`src/rtl/weight_pkg.sv`:
```
// Weight RAM shared definitions: geometry, controller state encoding, range check.
// Latency: none (declarations only).
// Backpressure: none.
// Contents: DEPTH/DW/AW, state_e {IDLE, INIT, RUN}, addr_oor() range helper.
package weight_pkg;

   localparam int DEPTH = 65;   // number of weight words
   localparam int DW    = 10;   // weight width, signed two's complement
   localparam int AW    = 7;    // address width

   typedef enum logic [1:0] {
      IDLE = 2'd0,
      INIT = 2'd1,
      RUN  = 2'd2
   } state_e;

   // True when an address lies beyond the last weight word.
   function automatic logic addr_oor(input logic [AW-1:0] addr);
      return addr >= AW'(DEPTH);
   endfunction

endpackage

```
`src/rtl/weight_ram_ctrl_if.sv`:
```
// Client-side bus of the weight RAM controller: inference reads and training writes.
// Latency: acks are combinational in the request cycle; read data follows one cycle later.
// Backpressure: a requester holds req/addr(/data) until its ack; one grant per cycle.
// Modports: master = requesting clients, slave = weight_ram_ctrl.
interface weight_ram_ctrl_if;
   import weight_pkg::*;

   logic          rd_req;
   logic [AW-1:0] rd_addr;
   logic          rd_ack;
   logic          rd_valid;
   logic [DW-1:0] rd_data;
   logic          wr_req;
   logic [AW-1:0] wr_addr;
   logic [DW-1:0] wr_data;
   logic          wr_ack;
   logic          addr_err;

   modport master (
      output rd_req, rd_addr, wr_req, wr_addr, wr_data,
      input  rd_ack, rd_valid, rd_data, wr_ack, addr_err
   );

   modport slave (
      input  rd_req, rd_addr, wr_req, wr_addr, wr_data,
      output rd_ack, rd_valid, rd_data, wr_ack, addr_err
   );

endinterface

```
`src/rtl/rr_arb2.sv`:
```
// Two-requester round-robin arbiter with a one-bit pointer.
// Latency: combinational grant in the request cycle; pointer updates on the next edge.
// Backpressure: at most one grant per cycle; en_i=0 blocks all grants and freezes the pointer.
// Ports: Clock, Rst (async, active-low), en_i, req_i[1:0] -> gnt_o[1:0] (one-hot or zero).
module rr_arb2 (
   input  logic       Clock,
   input  logic       Rst,
   input  logic       en_i,
   input  logic [1:0] req_i,
   output logic [1:0] gnt_o
);

   // Index of the requester that won the most recent conflict. Resets to 1 so
   // requester 0 wins the first conflict.
   logic ptr_q, ptr_d;

   always_comb begin
      gnt_o = 2'b00;
      ptr_d = ptr_q;
      if (en_i) begin
         if (&req_i) begin
            gnt_o = ptr_q ? 2'b01 : 2'b10;
            ptr_d = ~ptr_q;
         end else begin
            gnt_o = req_i;
         end
      end
   end

   always_ff @(posedge Clock or negedge Rst) begin
      if (!Rst) ptr_q <= 1'b1;
      else      ptr_q <= ptr_d;
   end

endmodule

```
`src/rtl/weight_ram_ctrl.sv`:
```
// Weight RAM owner: random fill from the LFSR, then read/write sharing by round-robin.
// Latency: grants combinational; rd_valid/rd_data one cycle after rd_ack; fill takes DEPTH cycles.
// Backpressure: clients hold requests until acked; no grants outside RUN or while Init is high.
// Ports: Clock, Rst, Init, Rnd; bus (client reads/writes, slave modport);
//        init_done; ram_we/ram_addr/ram_d drive the RAM, ram_q is its registered read data.
module weight_ram_ctrl
   import weight_pkg::*;
(
   input  logic              Clock,
   input  logic              Rst,
   input  logic              Init,
   input  logic [DW-1:0]     Rnd,
   weight_ram_ctrl_if.slave  bus,
   output logic              init_done,
   output logic              ram_we,
   output logic [AW-1:0]     ram_addr,
   output logic [DW-1:0]     ram_d,
   input  logic [DW-1:0]     ram_q
);

   localparam logic [1:0]    S_IDLE = IDLE;
   localparam logic [1:0]    S_INIT = INIT;
   localparam logic [1:0]    S_RUN  = RUN;
   localparam logic [AW-1:0] LAST   = AW'(DEPTH - 1);

   logic [1:0]    state_q, state_d;
   logic [AW-1:0] cnt_q, cnt_d;
   logic [AW-1:0] ram_addr_q;
   logic          rd_valid_q;
   logic          rd_oor_q;
   logic [1:0]    gnt;
   logic          arb_en;

   // Init in RUN takes the cycle away from both clients.
   assign arb_en = (state_q == S_RUN) && !Init;

   // Requester 0 = read, 1 = write.
   rr_arb2 u_arb (
      .Clock (Clock),
      .Rst   (Rst),
      .en_i  (arb_en),
      .req_i ({bus.wr_req, bus.rd_req}),
      .gnt_o (gnt)
   );

   assign bus.rd_ack   = gnt[0];
   assign bus.wr_ack   = gnt[1];
   assign bus.addr_err = (gnt[0] && addr_oor(bus.rd_addr)) ||
                         (gnt[1] && addr_oor(bus.wr_addr));
   assign init_done    = (state_q == S_RUN);
   assign bus.rd_valid = rd_valid_q;
   // An out-of-range read is acked but returns zero instead of RAM contents.
   assign bus.rd_data  = (rd_valid_q && !rd_oor_q) ? ram_q : '0;

   always_comb begin
      state_d = state_q;
      cnt_d   = cnt_q;
      case (state_q)
         S_IDLE: if (Init) begin
            state_d = S_INIT;
            cnt_d   = '0;
         end
         S_INIT: if (cnt_q == LAST) begin
            state_d = S_RUN;
            cnt_d   = '0;
         end else begin
            cnt_d   = cnt_q + 1'b1;
         end
         S_RUN: if (Init) begin
            state_d = S_INIT;
            cnt_d   = '0;
         end
         default: begin
            state_d = S_IDLE;
            cnt_d   = '0;
         end
      endcase
   end

   // RAM port mux. Without a grant in RUN the address holds its last value.
   always_comb begin
      ram_we   = 1'b0;
      ram_addr = ram_addr_q;
      ram_d    = '0;
      case (state_q)
         S_IDLE: ram_addr = '0;
         S_INIT: begin
            ram_we   = 1'b1;
            ram_addr = cnt_q;
            ram_d    = Rnd;
         end
         S_RUN: begin
            if (gnt[1]) begin
               ram_we   = !addr_oor(bus.wr_addr);
               ram_addr = bus.wr_addr;
               ram_d    = bus.wr_data;
            end else if (gnt[0]) begin
               ram_addr = bus.rd_addr;
            end
         end
         default: ram_addr = '0;
      endcase
   end

   always_ff @(posedge Clock or negedge Rst) begin
      if (!Rst) begin
         state_q    <= S_IDLE;
         cnt_q      <= '0;
         ram_addr_q <= '0;
         rd_valid_q <= 1'b0;
         rd_oor_q   <= 1'b0;
      end else begin
         state_q    <= state_d;
         cnt_q      <= cnt_d;
         ram_addr_q <= ram_addr;
         rd_valid_q <= gnt[0];
         rd_oor_q   <= gnt[0] && addr_oor(bus.rd_addr);
      end
   end

endmodule

```
`src/flat_wrapper.sv`:
```
// flat-port wrapper written by rule: the top's interface ports become plain ports
module weight_ram_ctrl_flat import weight_pkg::*;
  (Clock, Rst, Init, Rnd, init_done, ram_we, ram_addr, ram_d, ram_q, bus_rd_req, bus_rd_addr, bus_wr_req, bus_wr_addr, bus_wr_data, bus_rd_ack, bus_rd_valid, bus_rd_data, bus_wr_ack, bus_addr_err);
  weight_ram_ctrl_if bus_i ();
  input  logic Clock;
  input  logic Rst;
  input  logic Init;
  input  logic [DW-1:0] Rnd;
  output logic init_done;
  output logic ram_we;
  output logic [AW-1:0] ram_addr;
  output logic [DW-1:0] ram_d;
  input  logic [DW-1:0] ram_q;
  input wire logic [$bits(bus_i.rd_req)-1:0] bus_rd_req;
  input wire logic [$bits(bus_i.rd_addr)-1:0] bus_rd_addr;
  input wire logic [$bits(bus_i.wr_req)-1:0] bus_wr_req;
  input wire logic [$bits(bus_i.wr_addr)-1:0] bus_wr_addr;
  input wire logic [$bits(bus_i.wr_data)-1:0] bus_wr_data;
  output wire logic [$bits(bus_i.rd_ack)-1:0] bus_rd_ack;
  output wire logic [$bits(bus_i.rd_valid)-1:0] bus_rd_valid;
  output wire logic [$bits(bus_i.rd_data)-1:0] bus_rd_data;
  output wire logic [$bits(bus_i.wr_ack)-1:0] bus_wr_ack;
  output wire logic [$bits(bus_i.addr_err)-1:0] bus_addr_err;
  assign bus_i.rd_req = bus_rd_req;
  assign bus_i.rd_addr = bus_rd_addr;
  assign bus_i.wr_req = bus_wr_req;
  assign bus_i.wr_addr = bus_wr_addr;
  assign bus_i.wr_data = bus_wr_data;
  assign bus_rd_ack = bus_i.rd_ack;
  assign bus_rd_valid = bus_i.rd_valid;
  assign bus_rd_data = bus_i.rd_data;
  assign bus_wr_ack = bus_i.wr_ack;
  assign bus_addr_err = bus_i.addr_err;
  weight_ram_ctrl u_core (.Clock(Clock), .Rst(Rst), .Init(Init), .Rnd(Rnd), .bus(bus_i), .init_done(init_done), .ram_we(ram_we), .ram_addr(ram_addr), .ram_d(ram_d), .ram_q(ram_q));
endmodule
```
`config.mk`:
```
export PLATFORM = sky130hd
export DESIGN_NAME = weight_ram_ctrl_flat
export DESIGN_NICKNAME = d
export VERILOG_FILES = /design/src/rtl/weight_pkg.sv /design/src/rtl/weight_ram_ctrl_if.sv /design/src/rtl/rr_arb2.sv /design/src/rtl/weight_ram_ctrl.sv /design/src/flat_wrapper.sv
export SDC_FILE = /design/constraint.sdc
export NUM_CORES = 1
export LEC_CHECK = 0
export ABC_AREA = 1
export BUFFER_PORTS_ARGS = -buffer_cell sky130_fd_sc_hd__buf_2
export CAP_MARGIN = 20
export CORE_MARGIN = 5
export CORE_UTILIZATION = 39
export DETAILED_ROUTE_END_ITERATION = 12
export GPL_TIMING_DRIVEN = 0
export HOLD_SLACK_MARGIN = 0.12
export PLACE_DENSITY_LB_ADDON = 0.3
export SLEW_MARGIN = 40
export SYNTH_ARGS = -nofsm -noshare
export SYNTH_HDL_FRONTEND = slang
export SYNTH_HIERARCHICAL = 1
export SYNTH_SLANG_ARGS = --single-unit
```
`constraint.sdc`:
```
create_clock -name Clock -period 1.7 [get_ports Clock]
set_input_delay 0.085 -clock Clock [delete_from_list [all_inputs] [get_ports Clock]]
set_output_delay 0.085 -clock Clock [all_outputs]
set_load 0.03 [all_outputs]
```
==> impl_metrics.toml <==
[floorplan]
design.die.area_um2 = 4890
die_w_um = 69.9
floorplan.core_area_um2 = 3420
start_util = 0.410
fp-row-count = 21
number_of_top_level_design_ports = 82
chip_height_um = 69.9

[cts]
clock_sink_count = 19
cts_tree = "done"
clock_latency_ns = 0.30
ctsHtreeMaxLevel = 1
inserted_clock_buffers = 3
clockBufferDepth = 2
cts_root_buf = "clkbuf_4"
clkSlewWorstSetupHoldPaths_ns = 0.11

[global_route]
grt_max_usage_layer = "met2"
globalRoute.totalOverflow = 0
grt_start_max_net_pins = 20
grt_pass1_wl_um = 8180
grt.met1_usage = 0.226
antenna_found_initial = 0
grt_util_met3 = 0.0531
grt_pass1_vias = 1815
groute.usage.overall = 0.201
met2_usage = 0.367

[sta]
final_critical_path_required_period_ns = 2.20
setup_slack_ns = -0.504
tightestPinTransition_ns = 0.452
clock_skew_ns = 0.0102
final-setup-viol-count = 26
report.final.slew_viol_count = 0
fmax_mhz = 454
period_share = 1.30
max-slew-margin-rel = 0.699
report.final.hold_viol_count = 0
grt_setup_unrepaired = "true"

[detailed_routing]
route.antenna.remaining_nets = 0
avgViaCountPerCell = 4.79
route.vias.total = 1822
length_of_the_first_detailed_routing_pass_in_iterations = 4
detail_route.drc_violations = 0
routedWlPerCell_um = 13.6
1st_iter_drt_viols = 71
postRouteWirelength_um = 5160

[logic_synthesis]
syn-num-nets = 280
yosysUniqueCellTypes = 20
synth.avg_cell_area_um2 = 6.22
proportion_of_synthesized_chip_area_in_sequential_cells = 0.340
ys_seq_elements = 19
yosys_warnings = 6
post_synthesis_instance_area_um2 = 1400
synthesis.instances = 225

[placement]
gp_routability_congestion = 0.888
io_buffer_count = 81
hpwl_reported_at_the_end_of_detailed_placement_um = 3460
numPlacedInstances = 352

[critical_path]
worst-path-buf-inv = 6
nature_of_the_critical_path_startpoint = "register"
critical_path_arrival_ns = 2.12
worst-endpoint-required_ns = 1.62
cp_slowest_stage_delay_ns = 0.40
endpoint_kind = "output port"
cp_max_fo = 10
category_of_the_most_critical_setup_path = "reg -> out"
cell_by_cell_listing_of_the_critical_path = "inv_2, ha_4, inv_6, nor2_4, buf_4, nand2_2, a21oi_4, inv_2, buf_8, nand3_1, nand2_2, a21oi_4, buf_6"
critical_path.top_delay_family = "buffers and inverters"
critPathSlowestCell = "dfrtp_1"

[run_status]
violations_in_the_final_reports = "negative setup slack"
status = "finished, violations left"

[pwr]
power.ir.vdd_worst_mv = 0.670
report.power.total_mw = 2.91
total_leakage_power_nw = 1.40
power_per_cell_area_nw_per_um2 = 1080

[cells_and_area]
layout-area-overhead-vs-synth_pct = 92.3
antenna_cells_inserted = 0
fraction_of_the_core_area_covered_by_cells_at_the_end_of_the_flow = 0.788
finish.net_count = 390
drive_gt1_frac = 0.506
instances_no_fill = 380
n_fill_cell = 243

[hold_path]
worst_hold_path_type = "in -> reg"

[run]
drv_cap = 0
[synthesized netlist by cell type]
cell type	number	share of area
nor2_1	45	0.12
o21bai_2	1	0.0080
clkbuf_1	1	0.0027
nand3_1	14	0.050
inv_1	28	0.075
clkinv_1	1	0.0027
buf_1	2	0.0054
buf_2	2	0.0071
dfrtp_1	18	0.32
nand4_1	2	0.0089
buf_6	1	0.0080
buf_4	1	0.0054
xor2_1	3	0.019
o21ai_0	3	0.011
dfstp_2	1	0.019
nand3b_1	2	0.011
ha_1	6	0.054
a21oi_1	20	0.071
nand2_2	1	0.0045
nand2_1	73	0.20
[area by class of cell]
| class | count | area, µm² | area share |
|---|---|---|---|
| clock buffer | 4 | 26.3 | 0.00976 |
| timing repair buffer | 105 | 768 | 0.285 |
| inverter | 29 | 125 | 0.0465 |
| buffer | 7 | 77.6 | 0.0288 |
| tap | 46 | 57.6 | 0.0214 |
| sequential | 19 | 477 | 0.177 |
| multi-input combinational | 170 | 1160 | 0.431 |
[cells by family (layout without fill, tap and decap cells)]
| logic type | count (synthesis) | count (layout) | synth area share |
|---|---|---|---|
| flip-flops | 19 | 19 | 0.340 |
| buffers and inverters | 36 | 145 | 0.106 |
| AO/OA/AOI/OAI | 24 | 24 | 0.0903 |
| adder cells (fa/ha/maj) | 6 | 6 | 0.0536 |
| XOR/XNOR | 3 | 3 | 0.0188 |
| AND/OR/NAND/NOR | 137 | 137 | 0.391 |
[layer usage]
metal / wire length (µm) / vias up
met2: 2700 / 67
met4: 143 / 0
li1: - / 908
met1: 2020 / 833
met3: 304 / 14
met5: 0 / -
[flip-flops by register name, summed over array words and instances (netlist names)]
name / count
u_core/cnt_q: 7
u_core/bus.rd_valid: 1
u_core/state_q: 2
u_core/ram_addr_q: 7
u_core/rd_oor_q: 1
u_core/u_arb/ptr_q: 1
[cell usage in the layout (no fill, tap or decap), types with 2 or more instances in the layout]
master and n:
buf_4 13, nand2_1 46, xor2_1 3, dlygate4sd3_1 8, nand3_1 10, buf_12 2, nand3_2 4, nand2_2 18
nand3b_1 2, a21oi_4 20, clkbuf_1 2, nand2_4 10, buf_6 23, ha_1 5, nor2_1 44, buf_2 62
inv_2 3, o21ai_0 2, nand4_1 2, dfrtp_1 18, inv_1 22, clkbuf_4 3
[through the flow]
stage               TNS (ns)  hold WS (ns)  cell area, µm²  setup WS (ns)
finish                 -9.43         0.156            2690         -0.504
global placement       -4.75        0.0512            2230         -0.254
CTS                    -9.13         0.124            2640         -0.514
floorplan              -6.43        -0.211            1770         -0.274
global route          -11.96         0.161            2690         -0.612
detailed placement     -5.34        0.0530            2230         -0.302
[worst paths after layout]
| path | start | endpoint | slack (ns) | cells after the start |
|---|---|---|---|---|
| setup / recovery | u_core/state_q[0]$_DFFE_PN0P_ | ram_addr[4] | -0.50 | 13 |
| hold / removal | bus_rd_addr[4] | u_core/rd_oor_q$_DFF_PN0_ | 0.16 | 5 |
| setup reg to reg | u_core/state_q[0]$_DFFE_PN0P_ | u_core/ram_addr_q[5]$_DFF_PN0_ | -0.19 | 13 |
| hold reg to reg | u_core/u_arb/ptr_q$_DFFE_PN1P_ | u_core/u_arb/ptr_q$_DFFE_PN1P_ | 0.51 | 2 |
| max in group asynchronous | Rst | u_core/u_arb/ptr_q$_DFFE_PN1P_ | 1.12 | 2 |
| min in group asynchronous | Rst | u_core/rd_oor_q$_DFF_PN0_ | 0.25 | 2 |
[power by group]
group	switching [mW]	leakage, nW	internal, mW
registers	0.0641	0.258	0.530
logic	1.30	1.13	0.786
clock network	0.138	0.0150	0.0914
[what timing repair did]
item | in CTS | in global routing
setup buffers | 10 | 4
hold buffers | 9 | 0
cloned | 1 | 0
resized for setup | 60 | 9
hold endpoints to repair | 22 | 0
pin swaps | 18 | 8
endpoints found under the setup margin | 28 | 29
[worst reg2reg max path, delay by kind of cell (launching register included)]
| family | cells | cell delay [ns] |
|---|---|---|
| buffers and inverters | 5 | 0.58 |
| AND/OR/NAND/NOR | 5 | 0.46 |
| flip-flops | 1 | 0.40 |
| AO/OA/AOI/OAI | 2 | 0.20 |
| adder cells (fa/ha/maj) | 1 | 0.16 |
No activity file was read; power rests on OpenSTA's default activity.
